`src/rtl/pwm_capture_device_if.sv`:
```
// Peripheral bus bundle shared by the bus master and the capture device.
// Bus semantics: a cycle is live when peripheralEnable is high and the address ID matches. A write commits at that posedge. Read data is combinational while oe is high and requestOutput is asserted, and reads ~0 otherwise.
interface pwm_capture_device_if;
  logic        peripheralEnable;
  logic        peripheralBus_we;
  logic        peripheralBus_oe;
  logic        peripheralBus_busy;
  logic [15:0] peripheralBus_address;
  logic [3:0]  peripheralBus_byteSelect;
  logic [31:0] peripheralBus_dataRead;
  logic [31:0] peripheralBus_dataWrite;
  logic        requestOutput;

  modport master (
    output peripheralEnable, peripheralBus_we, peripheralBus_oe,
    output peripheralBus_address, peripheralBus_byteSelect, peripheralBus_dataWrite,
    input  peripheralBus_busy, peripheralBus_dataRead, requestOutput
  );

  modport slave (
    input  peripheralEnable, peripheralBus_we, peripheralBus_oe,
    input  peripheralBus_address, peripheralBus_byteSelect, peripheralBus_dataWrite,
    output peripheralBus_busy, peripheralBus_dataRead, requestOutput
  );
endinterface

```
`src/rtl/pwm_capture_device.sv`:
```
// Input-capture peripheral: measures period and high time of capture_in in prescaled ticks.
// Optional `PWM_CAPTURE_GLITCH_FILTER_EN adds a 3-sample stability filter after the synchronizer.
module pwm_capture_device #(
  parameter logic [3:0] ID         = 4'h0,
  parameter int         WIDTH      = 16,
  parameter int         SCALE_BITS = 5
) (
  input  logic                  clk,
  input  logic                  rst,
  pwm_capture_device_if.slave   bus,
  input  logic                  capture_in,
  output logic                  capture_irq,
  output logic [1:0]            fsm_state
);

  localparam int CFG_BITS = SCALE_BITS + 3;

  localparam logic [1:0] S_IDLE = 2'd0;
  localparam logic [1:0] S_ARM  = 2'd1;
  localparam logic [1:0] S_HIGH = 2'd2;
  localparam logic [1:0] S_LOW  = 2'd3;

  logic [CFG_BITS-1:0] cfg_q, cfg_d;
  logic [WIDTH-1:0]    counter_q, counter_d, pending_q, pending_d;
  logic [WIDTH-1:0]    period_q, period_d, high_q, high_d, counter_inc;
  logic [31:0]         pre_q, pre_d, pre_mask;
  logic [1:0]          state_q, state_d;
  logic                cap_q, ovf_q, cap_set, ovf_set;
  logic                s1, s2, level, level_q, rise_q, fall_q, tick, ovf_hit;

  wire                  cfg_enable = cfg_q[0];
  wire [SCALE_BITS-1:0] cfg_scale  = cfg_q[SCALE_BITS:1];
  wire                  cfg_cap_ie = cfg_q[SCALE_BITS+1];
  wire                  cfg_ovf_ie = cfg_q[SCALE_BITS+2];

  // Bus decode
  wire [11:0] local_addr = bus.peripheralBus_address[11:0];
  wire id_match = bus.peripheralEnable && (bus.peripheralBus_address[15:12] == ID);
  wire mapped   = (local_addr == 12'h000) || (local_addr == 12'h004) ||
                  (local_addr == 12'h008) || (local_addr == 12'h00C);
  wire wr_hit   = id_match && bus.peripheralBus_we;
  wire cfg_wr   = wr_hit && (local_addr == 12'h000);
  wire st_wr    = wr_hit && (local_addr == 12'h00C) && bus.peripheralBus_byteSelect[0];
  wire clr_cap  = st_wr && bus.peripheralBus_dataWrite[0];
  wire clr_ovf  = st_wr && bus.peripheralBus_dataWrite[1];

  logic unused_bits;
  assign unused_bits = ^{1'b0, bus.peripheralBus_dataWrite, bus.peripheralBus_byteSelect};

  always_comb begin
    cfg_d = cfg_q;
    if (cfg_wr) begin
      for (int i = 0; i < CFG_BITS; i++) begin
        if (bus.peripheralBus_byteSelect[i/8]) cfg_d[i] = bus.peripheralBus_dataWrite[i];
      end
    end
  end

  logic [31:0] rd_data;
  always_comb begin
    rd_data = 32'd0;
    case (local_addr)
      12'h000: rd_data = 32'(cfg_q);
      12'h004: rd_data = 32'(period_q);
      12'h008: rd_data = 32'(high_q);
      12'h00C: rd_data = {29'd0, level, ovf_q, cap_q};
      default: rd_data = 32'd0;
    endcase
  end

  assign bus.requestOutput          = id_match && bus.peripheralBus_oe && mapped;
  assign bus.peripheralBus_dataRead = bus.requestOutput ? rd_data : '1;
  assign bus.peripheralBus_busy     = 1'b0;

  // Input conditioning: synchronizer, optional stability filter, edge pulses
`ifdef PWM_CAPTURE_GLITCH_FILTER_EN
  logic h1, h2, filt_q;
  assign level = ((s2 == h1) && (h1 == h2)) ? s2 : filt_q;
  always_ff @(posedge clk) begin
    if (rst) begin
      h1 <= 1'b0; h2 <= 1'b0; filt_q <= 1'b0;
    end else begin
      h1 <= s2; h2 <= h1; filt_q <= level;
    end
  end
`else
  assign level = s2;
`endif

  always_ff @(posedge clk) begin
    if (rst) begin
      s1 <= 1'b0; s2 <= 1'b0; level_q <= 1'b0; rise_q <= 1'b0; fall_q <= 1'b0;
    end else begin
      s1      <= capture_in;
      s2      <= s1;
      level_q <= level;
      rise_q  <= level & ~level_q;
      fall_q  <= ~level & level_q;
    end
  end

  // Prescaler restarts on each rise so ticks are phase-aligned to the measured edge
  assign pre_mask = (32'd1 << cfg_scale) - 32'd1;
  assign tick     = (pre_q == pre_mask);
  always_comb begin
    if (state_q == S_IDLE || rise_q) pre_d = 32'd0;
    else if (pre_q >= pre_mask)      pre_d = 32'd0;
    else                             pre_d = pre_q + 32'd1;
  end

  assign counter_inc = counter_q + WIDTH'(tick);
  assign ovf_hit     = (&counter_q) && tick;

  always_comb begin
    state_d   = state_q;
    counter_d = counter_q;
    pending_d = pending_q;
    period_d  = period_q;
    high_d    = high_q;
    cap_set   = 1'b0;
    ovf_set   = 1'b0;
    case (state_q)
      S_IDLE: begin
        counter_d = '0;
        if (cfg_enable) state_d = S_ARM;
      end
      S_ARM: begin
        counter_d = '0;
        if (rise_q) state_d = S_HIGH;
      end
      S_HIGH: begin
        if (ovf_hit) begin
          ovf_set = 1'b1; counter_d = '0; state_d = S_ARM;
        end else begin
          counter_d = counter_inc;
          if (fall_q) begin
            pending_d = counter_inc;
            state_d   = S_LOW;
          end
        end
      end
      S_LOW: begin
        if (ovf_hit) begin
          ovf_set = 1'b1; counter_d = '0; state_d = S_ARM;
        end else if (rise_q) begin
          period_d  = counter_inc;
          high_d    = pending_q;
          cap_set   = 1'b1;
          counter_d = '0;
          state_d   = S_HIGH;
        end else begin
          counter_d = counter_inc;
        end
      end
      default: state_d = S_IDLE;
    endcase
    if (!cfg_enable) state_d = S_IDLE;
  end

  always_ff @(posedge clk) begin
    if (rst) begin
      cfg_q     <= '0;
      state_q   <= S_IDLE;
      counter_q <= '0;
      pending_q <= '0;
      period_q  <= '0;
      high_q    <= '0;
      pre_q     <= '0;
      cap_q     <= 1'b0;
      ovf_q     <= 1'b0;
    end else begin
      cfg_q     <= cfg_d;
      state_q   <= state_d;
      counter_q <= counter_d;
      pending_q <= pending_d;
      period_q  <= period_d;
      high_q    <= high_d;
      pre_q     <= pre_d;
      // A new event in the same cycle as a software clear keeps the flag set
      cap_q     <= (cap_q & ~clr_cap) | cap_set;
      ovf_q     <= (ovf_q & ~clr_ovf) | ovf_set;
    end
  end

  assign capture_irq = (cap_q & cfg_cap_ie) | (ovf_q & cfg_ovf_ie);
  assign fsm_state   = state_q;

endmodule

```
`src/flat_wrapper.sv`:
```
// flat-port wrapper written by rule: the top's interface ports become plain ports
module pwm_capture_device_flat 
#(
  parameter logic [3:0] ID         = 4'h0,
  parameter int         WIDTH      = 16,
  parameter int         SCALE_BITS = 5
)
  (clk, rst, capture_in, capture_irq, fsm_state, bus_peripheralEnable, bus_peripheralBus_we, bus_peripheralBus_oe, bus_peripheralBus_address, bus_peripheralBus_byteSelect, bus_peripheralBus_dataWrite, bus_peripheralBus_busy, bus_peripheralBus_dataRead, bus_requestOutput);
  pwm_capture_device_if bus_i ();
  input  logic clk;
  input  logic rst;
  input  logic capture_in;
  output logic capture_irq;
  output logic [1:0] fsm_state;
  input wire logic [$bits(bus_i.peripheralEnable)-1:0] bus_peripheralEnable;
  input wire logic [$bits(bus_i.peripheralBus_we)-1:0] bus_peripheralBus_we;
  input wire logic [$bits(bus_i.peripheralBus_oe)-1:0] bus_peripheralBus_oe;
  input wire logic [$bits(bus_i.peripheralBus_address)-1:0] bus_peripheralBus_address;
  input wire logic [$bits(bus_i.peripheralBus_byteSelect)-1:0] bus_peripheralBus_byteSelect;
  input wire logic [$bits(bus_i.peripheralBus_dataWrite)-1:0] bus_peripheralBus_dataWrite;
  output wire logic [$bits(bus_i.peripheralBus_busy)-1:0] bus_peripheralBus_busy;
  output wire logic [$bits(bus_i.peripheralBus_dataRead)-1:0] bus_peripheralBus_dataRead;
  output wire logic [$bits(bus_i.requestOutput)-1:0] bus_requestOutput;
  assign bus_i.peripheralEnable = bus_peripheralEnable;
  assign bus_i.peripheralBus_we = bus_peripheralBus_we;
  assign bus_i.peripheralBus_oe = bus_peripheralBus_oe;
  assign bus_i.peripheralBus_address = bus_peripheralBus_address;
  assign bus_i.peripheralBus_byteSelect = bus_peripheralBus_byteSelect;
  assign bus_i.peripheralBus_dataWrite = bus_peripheralBus_dataWrite;
  assign bus_peripheralBus_busy = bus_i.peripheralBus_busy;
  assign bus_peripheralBus_dataRead = bus_i.peripheralBus_dataRead;
  assign bus_requestOutput = bus_i.requestOutput;
  pwm_capture_device #(.ID(ID), .WIDTH(WIDTH), .SCALE_BITS(SCALE_BITS)) u_core (.clk(clk), .rst(rst), .bus(bus_i), .capture_in(capture_in), .capture_irq(capture_irq), .fsm_state(fsm_state));
endmodule
```
`config.mk`:
```
export PLATFORM = sky130hd
export DESIGN_NAME = pwm_capture_device_flat
export DESIGN_NICKNAME = d
export VERILOG_FILES = /design/src/rtl/pwm_capture_device_if.sv /design/src/rtl/pwm_capture_device.sv /design/src/flat_wrapper.sv
export SDC_FILE = /design/constraint.sdc
export NUM_CORES = 1
export LEC_CHECK = 0
export CORE_MARGIN = 4
export CORE_UTILIZATION = 30
export DETAILED_ROUTE_END_ITERATION = 8
export GPL_TIMING_DRIVEN = 0
export HOLD_SLACK_MARGIN = 0.1
export PLACE_DENSITY = 0.46
export SLEW_MARGIN = 0
export SYNTH_ARGS = -nofsm -noshare
export SYNTH_HDL_FRONTEND = slang
export SYNTH_SLANG_ARGS = --single-unit
```
`constraint.sdc`:
```
create_clock -name clk -period 9.6 [get_ports clk]
set_input_delay 1.92 -clock clk [delete_from_list [all_inputs] [get_ports clk]]
set_output_delay 1.92 -clock clk [all_outputs]
set_load 0.02 [all_outputs]
```
# Word-level counts from Yosys, hierarchy flattened
# Cells that the tools add are included.
[word_totals] ff_bits=113 inputBits=58 elab_cells=83 output_inout_bits=37
[op_classes] n_addsub=3 n_lt_le_gt_ge=1 bitwise=15 reduce_logical=25 n_eq_ne=8 shifts=1 n_mux=16
[op_table] operator="16-bit one-hot mux with 4 select lines" n=1
[op_table] operator="16-bit 2-to-1 mux" n=3
[op_table] operator="16-bit one-hot mux with 3 select lines" n=1
[op_table] operator="32-bit by 1-bit adder with 32-bit output (second input constant)" n=1
[op_table] operator="32-bit == test" n=1
[op_table] operator="32-bit >= comparator" n=1
[op_table] operator="32-bit 2-to-1 mux" n=1
[op_table] operator="1-bit by 5-bit << shifter with 32-bit output (first input constant)" n=1
[op_table] operator="32-bit by 1-bit subtractor with 32-bit output (second input constant)" n=1
[op_table] operator="12-bit by 4-bit == test with 1-bit output (second input constant)" n=2
[op_table] operator="16-bit by 1-bit adder with 16-bit output" n=1
[op_table] operator="16-bit AND reduction" n=1
[op_table] operator="12-bit by 3-bit == test with 1-bit output (second input constant)" n=1
[op_table] operator="12-bit zero test" n=1
[op_table] operator="1-bit logical AND" n=10
[op_table] operator="2-bit 2-to-1 mux" n=4
[op_table] operator="2-bit one-hot mux with 4 select lines" n=1
[op_table] operator="1-bit AND" n=6
[op_table] operator="1-bit NOT" n=6
[op_table] operator="3-bit AND reduction" n=2
[op_table] operator="2-bit OR reduction" n=3
[op_table] operator="1-bit 2-to-1 mux" n=5
[op_table] operator="2-bit == test (second input constant)" n=2
[op_table] operator="4-bit zero test" n=1
[op_table] operator="7 further kinds" n=12

# Longest topological paths before layout
[logic_depth] depth_word=9 mapped_depth=21 ltp_nobuf=20

# Worst setup path after synthesis
# Ideal clock, no wire load.
[synth_path] path_kind="in2out" startpoint="in bus_peripheralBus_address[9]" endpoint="out bus_peripheralBus_dataRead[3]" t_required_ns=7.680 cell_stages=7 arrival_time_ns=3.385 n_path_buf=2 slack_ns=4.295 path_cell_list="nor4_1 > and3_1 > buf_2 > nand3_4 > buf_2 > a221oi_1 > nand2_1"
[synth_between] elab_chain_len=6 elab_cells_between_ends=10 cone_classes="eq/ne (3); mux (2); reduce/logical (5)"
[synth_rtl] item="start, declared" line_no="flat_wrapper.sv:18" text="input wire logic [$bits(bus_i.peripheralBus_address)-1:0] bus_peripheralBus_address;"
[synth_rtl] item="12-bit by 3-bit == test with 1-bit output / 12-bit zero test (equally long branches)" line_no="pwm_capture_device.sv:39, pwm_capture_device.sv:62"
[synth_rtl] item="1-bit logical OR (2 in a row)" line_no="pwm_capture_device.sv:39" text="wire mapped = (local_addr == 12'h000) || (local_addr == 12'h004) ||"
[synth_rtl] item="1-bit logical OR" line_no="pwm_capture_device.sv:40" text="(local_addr == 12'h008) || (local_addr == 12'h00C);"
[synth_rtl] item="1-bit logical AND" line_no="pwm_capture_device.sv:71" text="assign bus.requestOutput = id_match && bus.peripheralBus_oe && mapped;"
[synth_rtl] item="32-bit 2-to-1 mux (*)" line_no="pwm_capture_device.sv:72" text="assign bus.peripheralBus_dataRead = bus.requestOutput ? rd_data : '1;"
[synth_rtl] item="end, declared" line_no="flat_wrapper.sv:22" text="output wire logic [$bits(bus_i.peripheralBus_dataRead)-1:0] bus_peripheralBus_dataRead;"
# Mark *: on every way between the ends. The rest lies on a longest branch, timed or not.

# Worst setup path in the final report
[layout_path] startpoint="in bus_peripheralBus_address[0]" endpoint="out bus_peripheralBus_dataRead[3]"
# Same word-level chain as after synthesis.

==> flow_metrics.tcl <==
set metrics [dict create \
    ys_seq_elements 113 \
    cts_buffer_depth 2 \
    slew_headroom 0.508 \
    route.detailed.drc 0 \
    synthArstFlopShare 0 \
    wirelength_um 19100 \
    cts_buffers 17 \
    grtUsageTotal 0.161 \
    grt-ovfl-total 0 \
    syn_inst 754 \
    holdBufCountCts 0 \
    post_layout_nonfiller_instances 1126 \
    critPathBufInv 4 \
    rr_worst_depth 19 \
    nets 933 \
    yosys_warnings 0 \
    firstDrtPassIters 5 \
    antenna_left 0 \
    fp.dieH_um 154 \
    dp_hpwl_um 14400 \
    cts_resized 0 \
    hold_viol 0 \
    whs_ns 0.397 \
    cp_cell_sequence "clkdlybuf4s50_1 > nor4_1 > and3_1 > buf_2 > nand3_4 > buf_2 > a221oi_1 > nand2_1 > clkdlybuf4s50_1" \
    antenna_found_initial 0 \
    dieWidth_um 154 \
    finClkSkew_ns 0.0120 \
    syn_area_per_cell_um2 8.48 \
    cts_sinks 113 \
    setup_viol 0 \
    hold_depth 1 \
    drv_cap 0 \
    clock_latency_ns 0.43 \
    routabilityCongestion 0.820 \
    post-route-period-util 0.669 \
    coreArea_um2 21000 \
    vias_per_cell 5.06 \
    status "finished, final reports clean" \
    crit_required_ns 7.68 \
    routedWlPerCell_um 16.9 \
    drv_slew 0 \
    port_buffers 65 \
    arrival_ns 4.50 \
    ys_seq_area_frac 0.354 \
    vias 5692 \
    period_needed_ns 6.42 \
    powerDensity_nw_per_um2 144 \
    layout_commonest_cell "dfxtp_1" \
    pre_cts_ws_ns 3.17 \
    final_area_um2 7990 \
    syn2layout_area_growth_pct 24.9 \
    path_max_fanout 25 \
    ios 95 \
    place_inst 1094 \
    syn_nets 849 \
    grt_max_degree 26 \
    fin_tns_setup_ns 0 \
    max_freq_mhz 156 \
    n_antenna_cell 0 \
    grt_pass1_wl_um 30600 \
    synth_ff_type "dfxtp_1" \
    rsz0062_at_grt "no" \
    crit_path_end_kind "output pin" \
    die-area_um2 23700 \
    final_cell_mix "dfxtp_1 (113), a21oi_1 (82), clkdlybuf4s50_1 (65)" \
    hold_path_class "flop to flop" \
    start_kind "primary input" \
    synth.distinct_cells 55 \
    cts_tree "done" \
    peakVddDrop_mv 0.0938 \
    htreeDepth 4 \
    cts_setup_buffers 0 \
    drtIter0Drc 324 \
    p_leak_uw 0.00290 \
    syn_area_um2 6390 \
    critPathTopFamily "buffers and inverters" \
    worst-path-stages 9 \
    cts.clk_slew.worst_paths_ns 0.06 \
    rows 53 \
    worst_path_largest_cell_delay_ns 0.56 \
    drive_gt1_frac 0.129 \
    grt_pass1_vias 5483 \
    ctsRootBufferMaster "clkbuf_16" \
    start_util 0.304 \
    slowest_stage "clkdlybuf4s50_1" \
    placed_area_um2 7390 \
    tightest_slew_ns 0.735 \
    synth_enable_flop_cells 0 \
    critical_path_class "primary input to output pin" \
    fin_ws_ns 3.18 \
]
==> metal layers <==
metal / wire length [um] / global-route usage
met1: 9830 / 0.239
met2: 8390 / 0.236
met3: 657 / 0.0335
met4: 185 / 0.0421
met5: 0 / 0
==> sequential cells by signal (all words and copies together), names as in the netlist <==
signal            flops
u_core.pending_q     16
u_core.ovf_q          1
u_core.pre_q         32
u_core.level          1
u_core.rise_q         1
u_core.high_q        16
u_core.counter_q     16
u_core.fsm_state      2
u_core.cfg_q          8
u_core.level_q        1
u_core.period_q      16
u_core.cap_q          1
u_core.fall_q         1
u_core.s1             1
==> final timing paths <==
check / from / end / slack, ns
worst max-delay path: bus_peripheralBus_address[0] / bus_peripheralBus_dataRead[3] / 3.18
worst min-delay path: u_core.level_q / u_core.rise_q / 0.40
worst max register to register: u_core.cfg_q[1] / u_core.period_q[12] / 4.50
worst min register to register: u_core.level_q / u_core.rise_q / 0.40
==> final cells by class <==
class                           count  area [um^2]
Timing Repair Buffer               65          651
Inverter                           12         45.0
Buffer                             71          377
Multi-Input combinational cell    558         3710
Fill cell                        2178        13000
Sequential cell                   113         2260
Tap cell                          275          344
Clock buffer                       17          425
Clock inverter                     15          171
==> through the flow <==
stage,power [uW],util
2_1_floorplan,492,-
3_3_place_gp,509,0.352
3_5_place_dp,509,0.352
4_1_cts,1160,0.380
5_1_grt,1190,0.380
6_report,1150,0.380
==> synth_stat cells (12+ instances only) <==
cell / count / area, um^2
and4_1: 14 / 123
inv_1: 12 / 45.0
nor2_1: 33 / 124
buf_2: 16 / 80.1
ha_1: 37 / 463
a221o_1: 12 / 120
nand4_1: 20 / 125
nor3_2: 22 / 220
xor2_1: 33 / 289
nor2b_1: 16 / 100
nand2_1: 46 / 173
a21oi_1: 82 / 410
o21ai_1: 20 / 100
nand3_1: 44 / 220
clkbuf_1: 29 / 109
xnor2_1: 12 / 105
nor3_1: 57 / 285
buf_4: 20 / 150
dfxtp_1: 113 / 2260
o21ai_0: 14 / 70.1
==> power by group <==
part	internal [uW]	switching, uW	leakage (uW)
Combinational	14.3	14.5	0.00169
Sequential	470	0.440	0.000910
Clock	390	259	0.000292
Total	874	274	0.00290
==> worst reg2reg max path: cells and delay by family (launching register included) <==
| kind | cells | cell delay, ns |
|---|---|---|
| AND/OR/NAND/NOR | 8 | 2.50 |
| adder cells (fa/ha/maj) | 4 | 1.03 |
| AO/OA/AOI/OAI | 4 | 0.52 |
| buffers and inverters | 2 | 0.33 |
| flip-flops | 1 | 0.29 |
| XOR/XNOR | 1 | 0.29 |
==> kinds of logic after synthesis <==
| logic type | count (synthesis) | share of synthesized area |
|---|---|---|
| xor+xnor | 45 | 0.0616 |
| other cells | 2 | 0.00117 |
| mux | 9 | 0.0147 |
| flops | 113 | 0.354 |
| fa+ha+maj | 37 | 0.0724 |
| compound gates | 165 | 0.157 |
| buf+inv | 83 | 0.0659 |
| simple gates | 300 | 0.273 |
Power figures use the tool's default switching activity.
